**config.mk**
```make
export PLATFORM = sky130hd
export DESIGN_NAME = axi_ram_slave
export DESIGN_NICKNAME = d
export VERILOG_FILES = /design/src/rtl/axi_ram_slave.sv
export SDC_FILE = /design/constraint.sdc
export NUM_CORES = 1
export LEC_CHECK = 0
export ABC_AREA = 1
export CORE_MARGIN = 5
export CORE_UTILIZATION = 41
export DETAILED_ROUTE_END_ITERATION = 16
export PLACE_DENSITY = 0.86
export SLEW_MARGIN = 0
export SYNTH_ARGS = -nofsm -noshare
export SYNTH_HDL_FRONTEND = slang
export SYNTH_SLANG_ARGS = --single-unit
export TNS_END_PERCENT = 20
```
**constraint.sdc**
```tcl
create_clock -name clk -period 3 [get_ports clk]
set_input_delay 0.3 -clock clk [delete_from_list [all_inputs] [get_ports clk]]
set_output_delay 0.3 -clock clk [all_outputs]
set_load 0.05 [all_outputs]
```
**src/rtl/axi_ram_slave.sv**
```systemverilog
// axi_ram_slave: AXI4 slave that maps read/write bursts onto a single-port
// synchronous RAM (1-cycle read latency). One transaction in flight at a time.
//
// Ports:
//   clk, reset        - clock, synchronous active-high reset
//   s_axi_aw*/w*/b*   - AXI4 write address, write data and write response
//   s_axi_ar*/r*      - AXI4 read address and read data
//   mem_en, mem_we    - RAM access enable and per-byte write enables
//   mem_addr          - RAM word address
//   mem_wdata         - RAM write data
//   mem_rdata         - RAM read data, valid the cycle after a read access
//
// State | meaning
// IDLE     | waiting for AW or AR; arbitration between the two
// WR_DATA  | accepting W beats, one RAM write per handshake
// WR_RESP  | presenting B until bready
// RD_ISSUE | RAM read access for the current beat
// RD_WAIT  | capturing RAM read data
// RD_DATA  | presenting R until rready
module axi_ram_slave #(
    parameter int AXI_ADDR_W = 32,
    parameter int AXI_DATA_W = 32,
    parameter int AXI_ID_W   = 1,
    parameter int AXI_LEN_W  = 8,
    parameter int MEM_ADDR_W = 16,
    parameter int NBYTES     = AXI_DATA_W / 8,
    parameter int BYTE_W     = $clog2(NBYTES)
) (
    input  logic                  clk,
    input  logic                  reset,
    input  logic [AXI_ID_W-1:0]   s_axi_awid,
    input  logic [AXI_ADDR_W-1:0] s_axi_awaddr,
    input  logic [AXI_LEN_W-1:0]  s_axi_awlen,
    input  logic [1:0]            s_axi_awburst,
    input  logic                  s_axi_awvalid,
    output logic                  s_axi_awready,
    input  logic [AXI_DATA_W-1:0] s_axi_wdata,
    input  logic [NBYTES-1:0]     s_axi_wstrb,
    input  logic                  s_axi_wlast,
    input  logic                  s_axi_wvalid,
    output logic                  s_axi_wready,
    output logic [AXI_ID_W-1:0]   s_axi_bid,
    output logic [1:0]            s_axi_bresp,
    output logic                  s_axi_bvalid,
    input  logic                  s_axi_bready,
    input  logic [AXI_ID_W-1:0]   s_axi_arid,
    input  logic [AXI_ADDR_W-1:0] s_axi_araddr,
    input  logic [AXI_LEN_W-1:0]  s_axi_arlen,
    input  logic [1:0]            s_axi_arburst,
    input  logic                  s_axi_arvalid,
    output logic                  s_axi_arready,
    output logic [AXI_ID_W-1:0]   s_axi_rid,
    output logic [AXI_DATA_W-1:0] s_axi_rdata,
    output logic [1:0]            s_axi_rresp,
    output logic                  s_axi_rlast,
    output logic                  s_axi_rvalid,
    input  logic                  s_axi_rready,
    output logic                  mem_en,
    output logic [NBYTES-1:0]     mem_we,
    output logic [MEM_ADDR_W-1:0] mem_addr,
    output logic [AXI_DATA_W-1:0] mem_wdata,
    input  logic [AXI_DATA_W-1:0] mem_rdata
);

    localparam logic [1:0] BURST_FIXED = 2'b00;
    localparam logic [1:0] RESP_OKAY   = 2'b00;
    localparam logic [1:0] RESP_SLVERR = 2'b10;

    typedef enum logic [2:0] {
        IDLE, WR_DATA, WR_RESP, RD_ISSUE, RD_WAIT, RD_DATA
    } state_t;

    state_t                  state_q,   state_d;
    logic [AXI_ID_W-1:0]     id_q,      id_d;
    logic [AXI_LEN_W-1:0]    len_q,     len_d;
    logic [AXI_LEN_W-1:0]    cnt_q,     cnt_d;
    logic [1:0]              burst_q,   burst_d;
    logic [MEM_ADDR_W-1:0]   addr_q,    addr_d;
    logic                    err_q,     err_d;
    logic                    last_wr_q, last_wr_d;
    logic [AXI_DATA_W-1:0]   rdata_q,   rdata_d;

    logic                  idle;
    logic                  wr_pri;
    logic                  aw_take;
    logic                  ar_take;
    logic                  w_hs;
    logic                  cnt_done;
    logic [MEM_ADDR_W-1:0] addr_next;

    // Low byte-offset bits of the start address do not affect word accesses.
    logic unused_addr_bits;
    assign unused_addr_bits = ^{s_axi_awaddr[BYTE_W-1:0], s_axi_araddr[BYTE_W-1:0]};

    assign idle     = (state_q == IDLE);
    // Conflicts alternate; last_wr_q starts at 0 so the first conflict goes to write.
    assign wr_pri   = !last_wr_q;
    assign aw_take  = idle && s_axi_awvalid && (!s_axi_arvalid || wr_pri);
    assign ar_take  = idle && s_axi_arvalid && (!s_axi_awvalid || !wr_pri);
    assign w_hs     = (state_q == WR_DATA) && s_axi_wvalid;
    assign cnt_done = (cnt_q == len_q);
    assign addr_next = (burst_q == BURST_FIXED) ? addr_q : addr_q + 1'b1;

    always_comb begin
        state_d   = state_q;
        id_d      = id_q;
        len_d     = len_q;
        cnt_d     = cnt_q;
        burst_d   = burst_q;
        addr_d    = addr_q;
        err_d     = err_q;
        last_wr_d = last_wr_q;
        rdata_d   = rdata_q;
        case (state_q)
            IDLE: begin
                if (s_axi_awvalid && s_axi_arvalid)
                    last_wr_d = aw_take;
                if (aw_take) begin
                    id_d    = s_axi_awid;
                    len_d   = s_axi_awlen;
                    burst_d = s_axi_awburst;
                    addr_d  = s_axi_awaddr[BYTE_W +: MEM_ADDR_W];
                    cnt_d   = '0;
                    err_d   = (s_axi_awaddr >> (BYTE_W + MEM_ADDR_W)) != '0;
                    state_d = WR_DATA;
                end else if (ar_take) begin
                    id_d    = s_axi_arid;
                    len_d   = s_axi_arlen;
                    burst_d = s_axi_arburst;
                    addr_d  = s_axi_araddr[BYTE_W +: MEM_ADDR_W];
                    cnt_d   = '0;
                    err_d   = (s_axi_araddr >> (BYTE_W + MEM_ADDR_W)) != '0;
                    state_d = RD_ISSUE;
                end
            end
            WR_DATA: begin
                if (w_hs) begin
                    addr_d = addr_next;
                    cnt_d  = cnt_q + 1'b1;
                    // wlast must coincide exactly with the beat count reaching len.
                    if (s_axi_wlast != cnt_done)
                        err_d = 1'b1;
                    if (s_axi_wlast || cnt_done)
                        state_d = WR_RESP;
                end
            end
            WR_RESP: begin
                if (s_axi_bready)
                    state_d = IDLE;
            end
            RD_ISSUE: state_d = RD_WAIT;
            RD_WAIT: begin
                rdata_d = err_q ? '0 : mem_rdata;
                state_d = RD_DATA;
            end
            RD_DATA: begin
                if (s_axi_rready) begin
                    if (cnt_done) begin
                        state_d = IDLE;
                    end else begin
                        addr_d  = addr_next;
                        cnt_d   = cnt_q + 1'b1;
                        state_d = RD_ISSUE;
                    end
                end
            end
            default: state_d = IDLE;
        endcase
    end

    always_ff @(posedge clk) begin
        if (reset) begin
            state_q   <= IDLE;
            id_q      <= '0;
            len_q     <= '0;
            cnt_q     <= '0;
            burst_q   <= '0;
            addr_q    <= '0;
            err_q     <= 1'b0;
            last_wr_q <= 1'b0;
            rdata_q   <= '0;
        end else begin
            state_q   <= state_d;
            id_q      <= id_d;
            len_q     <= len_d;
            cnt_q     <= cnt_d;
            burst_q   <= burst_d;
            addr_q    <= addr_d;
            err_q     <= err_d;
            last_wr_q <= last_wr_d;
            rdata_q   <= rdata_d;
        end
    end

    assign s_axi_awready = aw_take;
    assign s_axi_arready = ar_take;
    assign s_axi_wready  = (state_q == WR_DATA);
    assign s_axi_bvalid  = (state_q == WR_RESP);
    assign s_axi_bid     = id_q;
    assign s_axi_bresp   = (s_axi_bvalid && err_q) ? RESP_SLVERR : RESP_OKAY;
    assign s_axi_rvalid  = (state_q == RD_DATA);
    assign s_axi_rid     = id_q;
    assign s_axi_rdata   = rdata_q;
    assign s_axi_rresp   = (s_axi_rvalid && err_q) ? RESP_SLVERR : RESP_OKAY;
    assign s_axi_rlast   = s_axi_rvalid && cnt_done;

    // Errored writes still consume the beat but leave the RAM untouched.
    assign mem_en    = w_hs || (state_q == RD_ISSUE);
    assign mem_we    = (w_hs && !err_q) ? s_axi_wstrb : '0;
    assign mem_addr  = addr_q;
    assign mem_wdata = s_axi_wdata;

endmodule

```
### After elaboration in Yosys (flattened, before gate mapping)

Cells that the tools add are included.

* bits in registers: 72
* bits in latches: 0
* RAM bits: 0
* ROM bits: 0
* input port bits: 162
* output and inout port bits: 97
* word-level logic and storage cells: 91
* memories kept: 0

* add/sub/neg operators: 2
* multipliers: 0
* div/mod/pow operators: 0
* order comparisons: 0
* eq/ne operators: 14
* shift operators: 0
* multiplexer cells: 36
* bitwise logic cells: 0
* reductions and logical operators: 30

Operators with widths (number)
* $mux 16: 6
* $reduce_bool 32->1: 2
* $mux 8: 7
* $pmux 16 s3: 1
* $mux 32: 1
* $pmux 8 s3: 1
* $mux 3: 6
* $pmux 3 s6: 1
* $add 16x1->16 const B: 1
* $logic_and 1x1->1: 10
* $mux 2: 5
* $ne 2x1->1 const B: 5
* $reduce_and 5->1: 2
* $add 8x1->8 const B: 1
* $eq 8x8->1: 1
* $eq 3x2->1 const B: 2
* $eq 3x3->1 const B: 2
* $mux 1: 6
* $logic_not 1->1: 4
* $logic_or 1x1->1: 4
* $mux 4: 1
* $reduce_and 2->1: 2
* $reduce_and 4->1: 1
* $reduce_bool 2->1: 2
* other kinds (8): 8

### Depth between registers and ports, before layout

Gate-level depths: netlist of the first run.

* word-level depth: 6
* gate-level depth with buffers: 12
* mapped depth without buffers: 12

### Worst setup path before layout of the first run

Ideal clock, no wire load.

* path type: reg-to-output
* start point: reg state_q[0]
* end point: out mem_en
* arrival: 2.295 ns
* path slack: 0.405 ns
* stages on the path, launching flop included: 5
* buffers on the path: 0
* cell sequence: dfxtp_1 > nand2_2 > nor2_2 > inv_1 > o21ai_0

* word-level cells in the longest chain between the ends: 3

Ends and longest elaborated chain
* from (decl): RTL line 73 `state_t state_q, state_d;`
* from (signal assigned): RTL line 183 `state_q <= state_d;`
* $eq 3x1->1
* net s_axi_wready: RTL line 41 `output logic s_axi_wready,`
* $logic_and 1x1->1: RTL line 100 `assign w_hs = (state_q == WR_DATA) && s_axi_wvalid;`
* $logic_or 1x1->1: RTL line 208 `assign mem_en = w_hs || (state_q == RD_ISSUE);`
* to (decl): RTL line 58 `output logic mem_en,`

The timed path passes the listed nets, and every way through them passes these cells.

### Final worst setup path of the first run

* start point: reg state_q[0]
* end point: out s_axi_rlast

* word-level cells in the longest chain between the ends: 2

Ends and longest elaborated chain
* $eq 3x3->1: RTL line 201 `assign s_axi_rvalid = (state_q == RD_DATA);`
* $logic_and 1x1->1: RTL line 205 `assign s_axi_rlast = s_axi_rvalid && cnt_done;`
* to (decl): RTL line 55 `output logic s_axi_rlast,`

Every way passes these cells.

==> results of run 1 <==
cells in the mapped netlist (all sizes together):
| master | instances | area share |
|---|---|---|
| clkinv | 1 | 0.00086 |
| a21boi | 1 | 0.0017 |
| nor2 | 81 | 0.074 |
| dfxtp | 72 | 0.33 |
| nand4 | 12 | 0.021 |
| nor3 | 8 | 0.0092 |
| nand3 | 59 | 0.073 |
| inv | 69 | 0.059 |
| clkbuf | 18 | 0.016 |
| buf | 49 | 0.081 |
| a22oi | 1 | 0.0017 |
| and3 | 1 | 0.0014 |
| a31oi | 7 | 0.010 |
| nor4 | 3 | 0.0043 |
| conb | 1 | 0.00086 |
| o211ai | 4 | 0.0069 |
| o21ai | 50 | 0.057 |
| nand2 | 196 | 0.17 |
| a21oi | 58 | 0.067 |
| ha | 3 | 0.0086 |
| xnor2 | 3 | 0.0060 |
tightest hold or removal path, cell delays in order, from the launching register on:
cell	delay (ns)
dfxtp_1	0.32
nand2_1	0.06
a21oi_1	0.05
stage by stage:
stage	hold WS, ns	area (µm²)	util	total power [mW]
floorplan	0.459	4380	-	3.37
global placement	0.451	6040	0.583	3.90
detailed placement	0.455	6040	0.583	3.94
CTS	0.467	6270	0.604	4.83
global route	0.486	6270	0.604	5.16
finish	0.466	6270	0.604	4.79
worst paths after layout:
kind              startpoint         endpoint  slack (ns)  depth (start not counted)
max               state_q[0]      s_axi_rlast        0.25                          5
min          s_axi_rdata[22]  s_axi_rdata[22]        0.47                          2
max reg2reg       state_q[1]      mem_addr[1]        0.81                          9
min reg2reg  s_axi_rdata[22]  s_axi_rdata[22]        0.47                          2
kinds of logic after synthesis:
family                   count (synthesis)  share of synthesized area
AND/OR/NAND/NOR                        360                      0.353
buffers and inverters                  137                      0.157
AO/OA/AOI/OAI                          121                      0.145
flip-flops                              72                      0.330
XOR/XNOR                                 3                    0.00601
adder cells (fa/ha/maj)                  3                    0.00859
other                                    1                   0.000858
layout make-up:
class / count / area [µm²] / area share
Multi-Input combinational cell: 489 / 2250 / 0.359
Timing Repair Buffer: 194 / 1920 / 0.306
Sequential cell: 72 / 1440 / 0.230
Inverter: 70 / 263 / 0.0419
Tap cell: 136 / 170 / 0.0272
Clock buffer: 9 / 124 / 0.0198
Clock inverter: 7 / 100 / 0.0160
sequential cells by signal, indices dropped and copies added (netlist names):
register     flops
mem_addr        16
len_q            8
state_q          3
s_axi_rdata     32
cnt_q            8
burst_q          2
err_q            1
s_axi_bid        1
last_wr_q        1
cell usage in the layout (no fill, tap or decap):
master	count
nand2_1	192
clkdlybuf4s50_1	180
nor2_1	76
dfxtp_1	72
inv_1	65
a21oi_1	57
nand3_1	56
o21ai_0	50
buf_4	13
nand4_1	11
clkbuf_8	9
nor3_1	8
a31oi_1	7
inv_2	4
nand2_2	4
o211ai_1	4
nor2_2	3
xnor2_1	3
nor4_1	3
ha_1	3
inv_6	3
nor2_4	2
nand3_2	2
conb_1	2
bufinv_16	2
nand3_4	1
clkinv_1	1
a21boi_1	1
a22oi_1	1
a21oi_2	1
nand4_4	1
and3_1	1
clkinv_2	1
clkinv_4	1
buf_12	1
power by group:
part	internal [mW]	leakage (nW)	switching [mW]
clock	0.477	0.115	0.407
combinational	0.874	1.91	1.73
sequential	1.15	0.588	0.160
metal layers:
layer	wire length (µm)	vias to the layer above
li1	-	2478
met1	5150	2141
met2	6580	180
met3	1280	12
met4	187	0
met5	0	-
==> flow_summary_export.csv, run 1 <==
group,metric,value,unit
run_status,run_status,"completed",
timing,maxSlewHeadroom,0.350,
place,numPortBuffers,188,
global_routing,grt_util_met1,0.216,
clocking,cts_made_buffers,9,
routing,drt_pre_antenna_iters,5,
global_routing,grt_pass1_wl,21.1,mm
final_layout,instances_no_fill,977,
global_routing,largest_net_degree_at_the_start_of_global_routing,42,
routing,detail-route-antenna-nets,0,
timing,final-setup-viol-count,0,
clocking,count_of_hold_fix_buffers_inserted_at_cts,0,
clocking,cts_buffer_depth,2,
floorplan,area_of_the_placeable_core,10400,µm²
global_routing,grt_busiest_layer,"met2",
global_routing,antenna_found_initial,0,
timing,maxSlewViolCount,0,
routing,routed_wire_length_per_instance,13.5,µm
timing,slew_at_the_pin_closest_to_its_max_slew_limit,0.974,ns
synth,netlist-cell-type-count,33,
run,cap_viol_max_count,0,
timing,fin_setup_tns,0,ns
synth,synth.yosys.seq_area_share,0.330,
setup_path,critical_path.n_buffers_inverters,2,
floorplan,initial_core_util,0.422,
clocking,clkSlewWorstSetupHoldPaths,0.09,ns
global_routing,grt.met3_usage,0.0834,
setup_path,crit_required,2.70,ns
global_routing,grt.total_usage,0.199,
clocking,worstSkewPairLatency,0.35,ns
global_routing,grt_remaining_overflow,0,
clocking,tritoncts,"yes",
power,power.static_leakage,2.61,nW
synth,synth.ff_latch_count,72,
clocking,clock_tree.root_cell,"clkbuf_8",
floorplan,floorplan.die.width,113,µm
setup_path,path_max_fanout,16,
final_layout,area_growth_syn_to_layout,43.4,%
floorplan,ports,259,
floorplan,dieHeight,113,µm
setup_path,worst-setup-path-type,"register to output port",
floorplan,placement_rows,37,
final_layout,layout-drive-gt1-share,0.0571,
setup_path,worst_ep_arrival_time,2.45,ns
place,dp_cells,961,
synth,syn-instance-count,697,
clocking,postCtsSetupRepairBufs,0,
clocking,clock_sinks,72,
setup_path,cp_top_family,"buffers and inverters",
place,detailedPlace.worstSlack,0.525,ns
routing,drc_errors,0,
clocking,post_cts_repair_resize_count,0,
power,power.density_cell_area,765,nW/µm²
setup_path,crit_path_cell_trace,"nand2_2 > nor2_4 > nand3_2 > inv_1 > clkdlybuf4s50_1",
place,detailedPlacementHpwl,10.1,mm
setup_path,critical_path_endpoint_category,"output port",
final_layout,number_of_nets_in_the_finished_design,1001,
final_layout,nFillCells,977,
timing,fin_crit,2.75,ns
timing,worst_slack,0.245,ns
place,place_congestion,0.838,
floorplan,fp.dieArea,12800,µm²
timing,finClkSkew,0.0170,ns
setup_path,critical_path.max_stage_delay,0.82,ns
synth,synth_area,4370,µm²
clocking,htreeDepth,3,
global_routing,globalRouteMet2Util,0.361,
routing,totalWireLength,13.2,mm
global_routing,number_of_global_route_vias_before_repair,4520,
timing,grt_setup_unrepaired,"false",
timing,finalCritPeriodShare,0.918,
setup_path,cp-start-kind,"register",
routing,avgViaCountPerCell,4.92,
routing,detailedRoute.firstIterationViolations,250,
synth,syn-mean-instance-area,6.27,µm²
final_layout,number_of_diodes,0,
timing,clock.fmax,0.363,GHz
synth,synth-warning-count,0,
setup_path,cpMaxStageDelayCell,"clkdlybuf4s50_1",
min_path,min-delay-path-class,"register to register",
routing,routed-via-count,4811,
timing,hold_viol,0,
power,vdd.ir_drop.worst,0.000353,V
No activity file was read; power rests on OpenSTA's default activity.
==> inputs of run 2 (changes only) <==
--- a/config.mk
+++ b/config.mk
@@ -6,11 +6,13 @@
 export NUM_CORES = 1
 export LEC_CHECK = 0
 export ABC_AREA = 1
+export ABC_CLOCK_PERIOD_IN_PS = 3000
 export CORE_MARGIN = 5
 export CORE_UTILIZATION = 41
 export DETAILED_ROUTE_END_ITERATION = 16
+export HOLD_SLACK_MARGIN = 0.06
 export PLACE_DENSITY = 0.86
-export SLEW_MARGIN = 0
+export SLEW_MARGIN = 10
 export SYNTH_ARGS = -nofsm -noshare
 export SYNTH_HDL_FRONTEND = slang
 export SYNTH_SLANG_ARGS = --single-unit
==> results of run 2 <==
Same layout as run 1: the final DEF is identical, and so are final timing and power.
==> inputs of run 3 (changes only) <==
--- a/config.mk
+++ b/config.mk
@@ -6,12 +6,12 @@
 export NUM_CORES = 1
 export LEC_CHECK = 0
 export ABC_AREA = 1
-export ABC_CLOCK_PERIOD_IN_PS = 3000
+export ABC_CLOCK_PERIOD_IN_PS = 2300
 export CORE_MARGIN = 5
-export CORE_UTILIZATION = 41
+export CORE_UTILIZATION = 35
 export DETAILED_ROUTE_END_ITERATION = 16
 export HOLD_SLACK_MARGIN = 0.06
-export PLACE_DENSITY = 0.86
+export PLACE_DENSITY = 0.78
 export SLEW_MARGIN = 10
 export SYNTH_ARGS = -nofsm -noshare
 export SYNTH_HDL_FRONTEND = slang
==> constraint.sdc (replaced) <==
create_clock -name clk -period 2.3 [get_ports clk]
set_input_delay 0.23 -clock clk [delete_from_list [all_inputs] [get_ports clk]]
set_output_delay 0.23 -clock clk [all_outputs]
set_load 0.05 [all_outputs]
==> run 3 against run 2 <==
Net effect:
- combinational power up 37%
- clock skew shrank 0.0078 ns
- clock power rose by 46%
- critical path type unchanged
- largest cell class unchanged
==> flow_summary_export.csv, run 3 (synthesis gave the netlist of run 1 again) <==
group,metric,value,unit
place,place_congestion,0.847,
timing,hold_viol,0,
final_layout,multi_input_area,2260,µm²
routing,detailedRoute.firstIterationViolations,241,
floorplan,ports,259,
clocking,clkSlewWorstSetupHoldPaths,0.06,ns
min_path,worst_hold_path.endpoint,"mem_wdata[17]",
timing,fin_crit,2.13,ns
timing,final-setup-viol-count,0,
global_routing,grt_remaining_overflow,0,
final_layout,nFillCells,1199,
setup_path,ff2ff_path_depth,9,
final_layout,final_cell_mix,"nand2_1 (192), clkdlybuf4s50_1 (176), nor2_1 (75)",
clocking,htreeDepth,3,
timing,finClkSkew,0.00916,ns
setup_path,worstReg2RegStart,"state_q[1]",
final_layout,leading_cell_type_in_the_layout_fill_and_taps_excluded,"nand2_1",
final_layout,instances_no_fill,1017,
setup_path,worst-setup-path-type,"register to output port",
clocking,count_of_hold_fix_buffers_inserted_at_cts,0,
final_layout,postLayoutCoreUtil,0.541,
min_path,min-delay-path-class,"primary input to output port",
floorplan,placement_rows,40,
run,cap_viol_max_count,0,
floorplan,fp.dieArea,14800,µm²
final_layout,layout-drive-gt1-share,0.0707,
place,dp_cells,1001,
final_layout,largest_register_ffs,32,
power,power,6.58,mW
floorplan,dieHeight,122,µm
clocking,cts_made_buffers,9,
timing,slew_at_the_pin_closest_to_its_max_slew_limit,0.579,ns
final_layout,final-seq-area,1440,µm²
floorplan,area_of_the_placeable_core,12100,µm²
routing,drc_errors,0,
final_layout,area_growth_syn_to_layout,49.8,%
routing,totalWireLength,13.6,mm
setup_path,worst_ep_arrival_time,1.90,ns
setup_path,crit_required,2.07,ns
floorplan,initial_core_util,0.361,
global_routing,antenna_found_initial,0,
place,numPortBuffers,188,
setup_path,path_max_fanout,4,
final_layout,number_of_diodes,0,
routing,routed-via-count,4801,
timing,grt_setup_unrepaired,"false",
setup_path,critical_path_endpoint_category,"output port",
clocking,clock_tree.root_cell,"clkbuf_16",
final_layout,postLayoutCellArea,6550,µm²
clocking,postCtsSetupRepairBufs,0,
min_path,hold_path.startpoint,"s_axi_wdata[17]",
timing,timing.hold.ws,0.460,ns
routing,drt_pre_antenna_iters,5,
power,power.density_cell_area,1000,nW/µm²
timing,clock.fmax,0.469,GHz
global_routing,grt_pass1_wl,21.5,mm
global_routing,number_of_global_route_vias_before_repair,4448,
global_routing,grt.total_usage,0.180,
routing,routed_wire_length_per_instance,13.4,µm
routing,avgViaCountPerCell,4.72,
place,placement.cell_area,6270,µm²
final_layout,number_of_nets_in_the_finished_design,1009,
clocking,worstSkewPairLatency,0.34,ns
clocking,tritoncts,"yes",
run_status,run_status,"completed",
global_routing,largest_net_degree_at_the_start_of_global_routing,33,
clocking,cts_buffer_depth,2,
power,vdd.ir_drop.worst,0.000610,V
setup_path,cp-start-kind,"register",
clocking,post_cts_repair_resize_count,0,
setup_path,reg2reg_to,"mem_addr[4]",
min_path,worstHoldPathCells,0,
clocking,clock_sinks,72,
floorplan,floorplan.die.width,122,µm
power,power.static_leakage,2.70,nW
routing,detail-route-antenna-nets,0,
timing,maxSlewViolCount,0,
setup_path,worst_case_register_to_register_setup_slack,0.30,ns
timing,finalCritPeriodShare,0.927,
place,detailedPlacementHpwl,10.5,mm
timing,maxSlewHeadroom,0.610,
run 3: how the worst max path moves through the flow:
stage | startpoint | to | slack, ns | depth (start not counted)
after floorplan | err_q | s_axi_bresp[1] | -0.08 | 3
after global placement | state_q[0] | mem_addr[12] | 0.36 | 10
after detailed placement | state_q[0] | mem_addr[14] | 0.30 | 10
after CTS | state_q[0] | mem_we[2] | 0.01 | 5
after global routing | state_q[0] | mem_we[0] | 0.02 | 5
final | state_q[1] | s_axi_bvalid | 0.17 | 3
run 3: stage by stage:
| step | setup TNS (ns) | setup WS, ns |
|---|---|---|
| 4_1_cts | 0 | 0.0106 |
| 2_1_floorplan | -0.0773 | -0.0773 |
| 6_report | 0 | 0.168 |
| 5_1_grt | 0 | 0.0236 |
| 3_3_place_gp | 0 | 0.364 |
| 3_5_place_dp | 0 | 0.301 |
run 3: critical path, cell delays in order (launching register included):
cell and delay, ns:
dfxtp_1 0.42, inv_2 0.08, nor3_1 0.20, clkdlybuf4s50_1 0.87
run 3: area by class of cell:
| class | instances | share of cell area |
|---|---|---|
| inverters | 70 | 0.0401 |
| multi-input cells | 489 | 0.345 |
| well taps | 168 | 0.0321 |
| flip-flops and latches | 72 | 0.220 |
| repair buffers | 202 | 0.322 |
| clock buffers | 10 | 0.0350 |
| clock inverters | 6 | 0.00649 |
run 3: routing by layer:
metal | GRT usage | vias up | routed length, µm
li1 | - | 2494 | -
met1 | 0.203 | 2133 | 5360
met2 | 0.304 | 166 | 6690
met3 | 0.0896 | 8 | 1470
met4 | 0.0483 | 0 | 101
met5 | 0 | - | 0
run 3: where the power goes:
group / switching [mW] / internal [mW] / leakage (nW)
Clock: 0.557 / 0.734 / 0.129
Combinational: 2.29 / 1.27 / 1.99
Sequential: 0.219 / 1.50 / 0.588
Total: 3.07 / 3.51 / 2.70
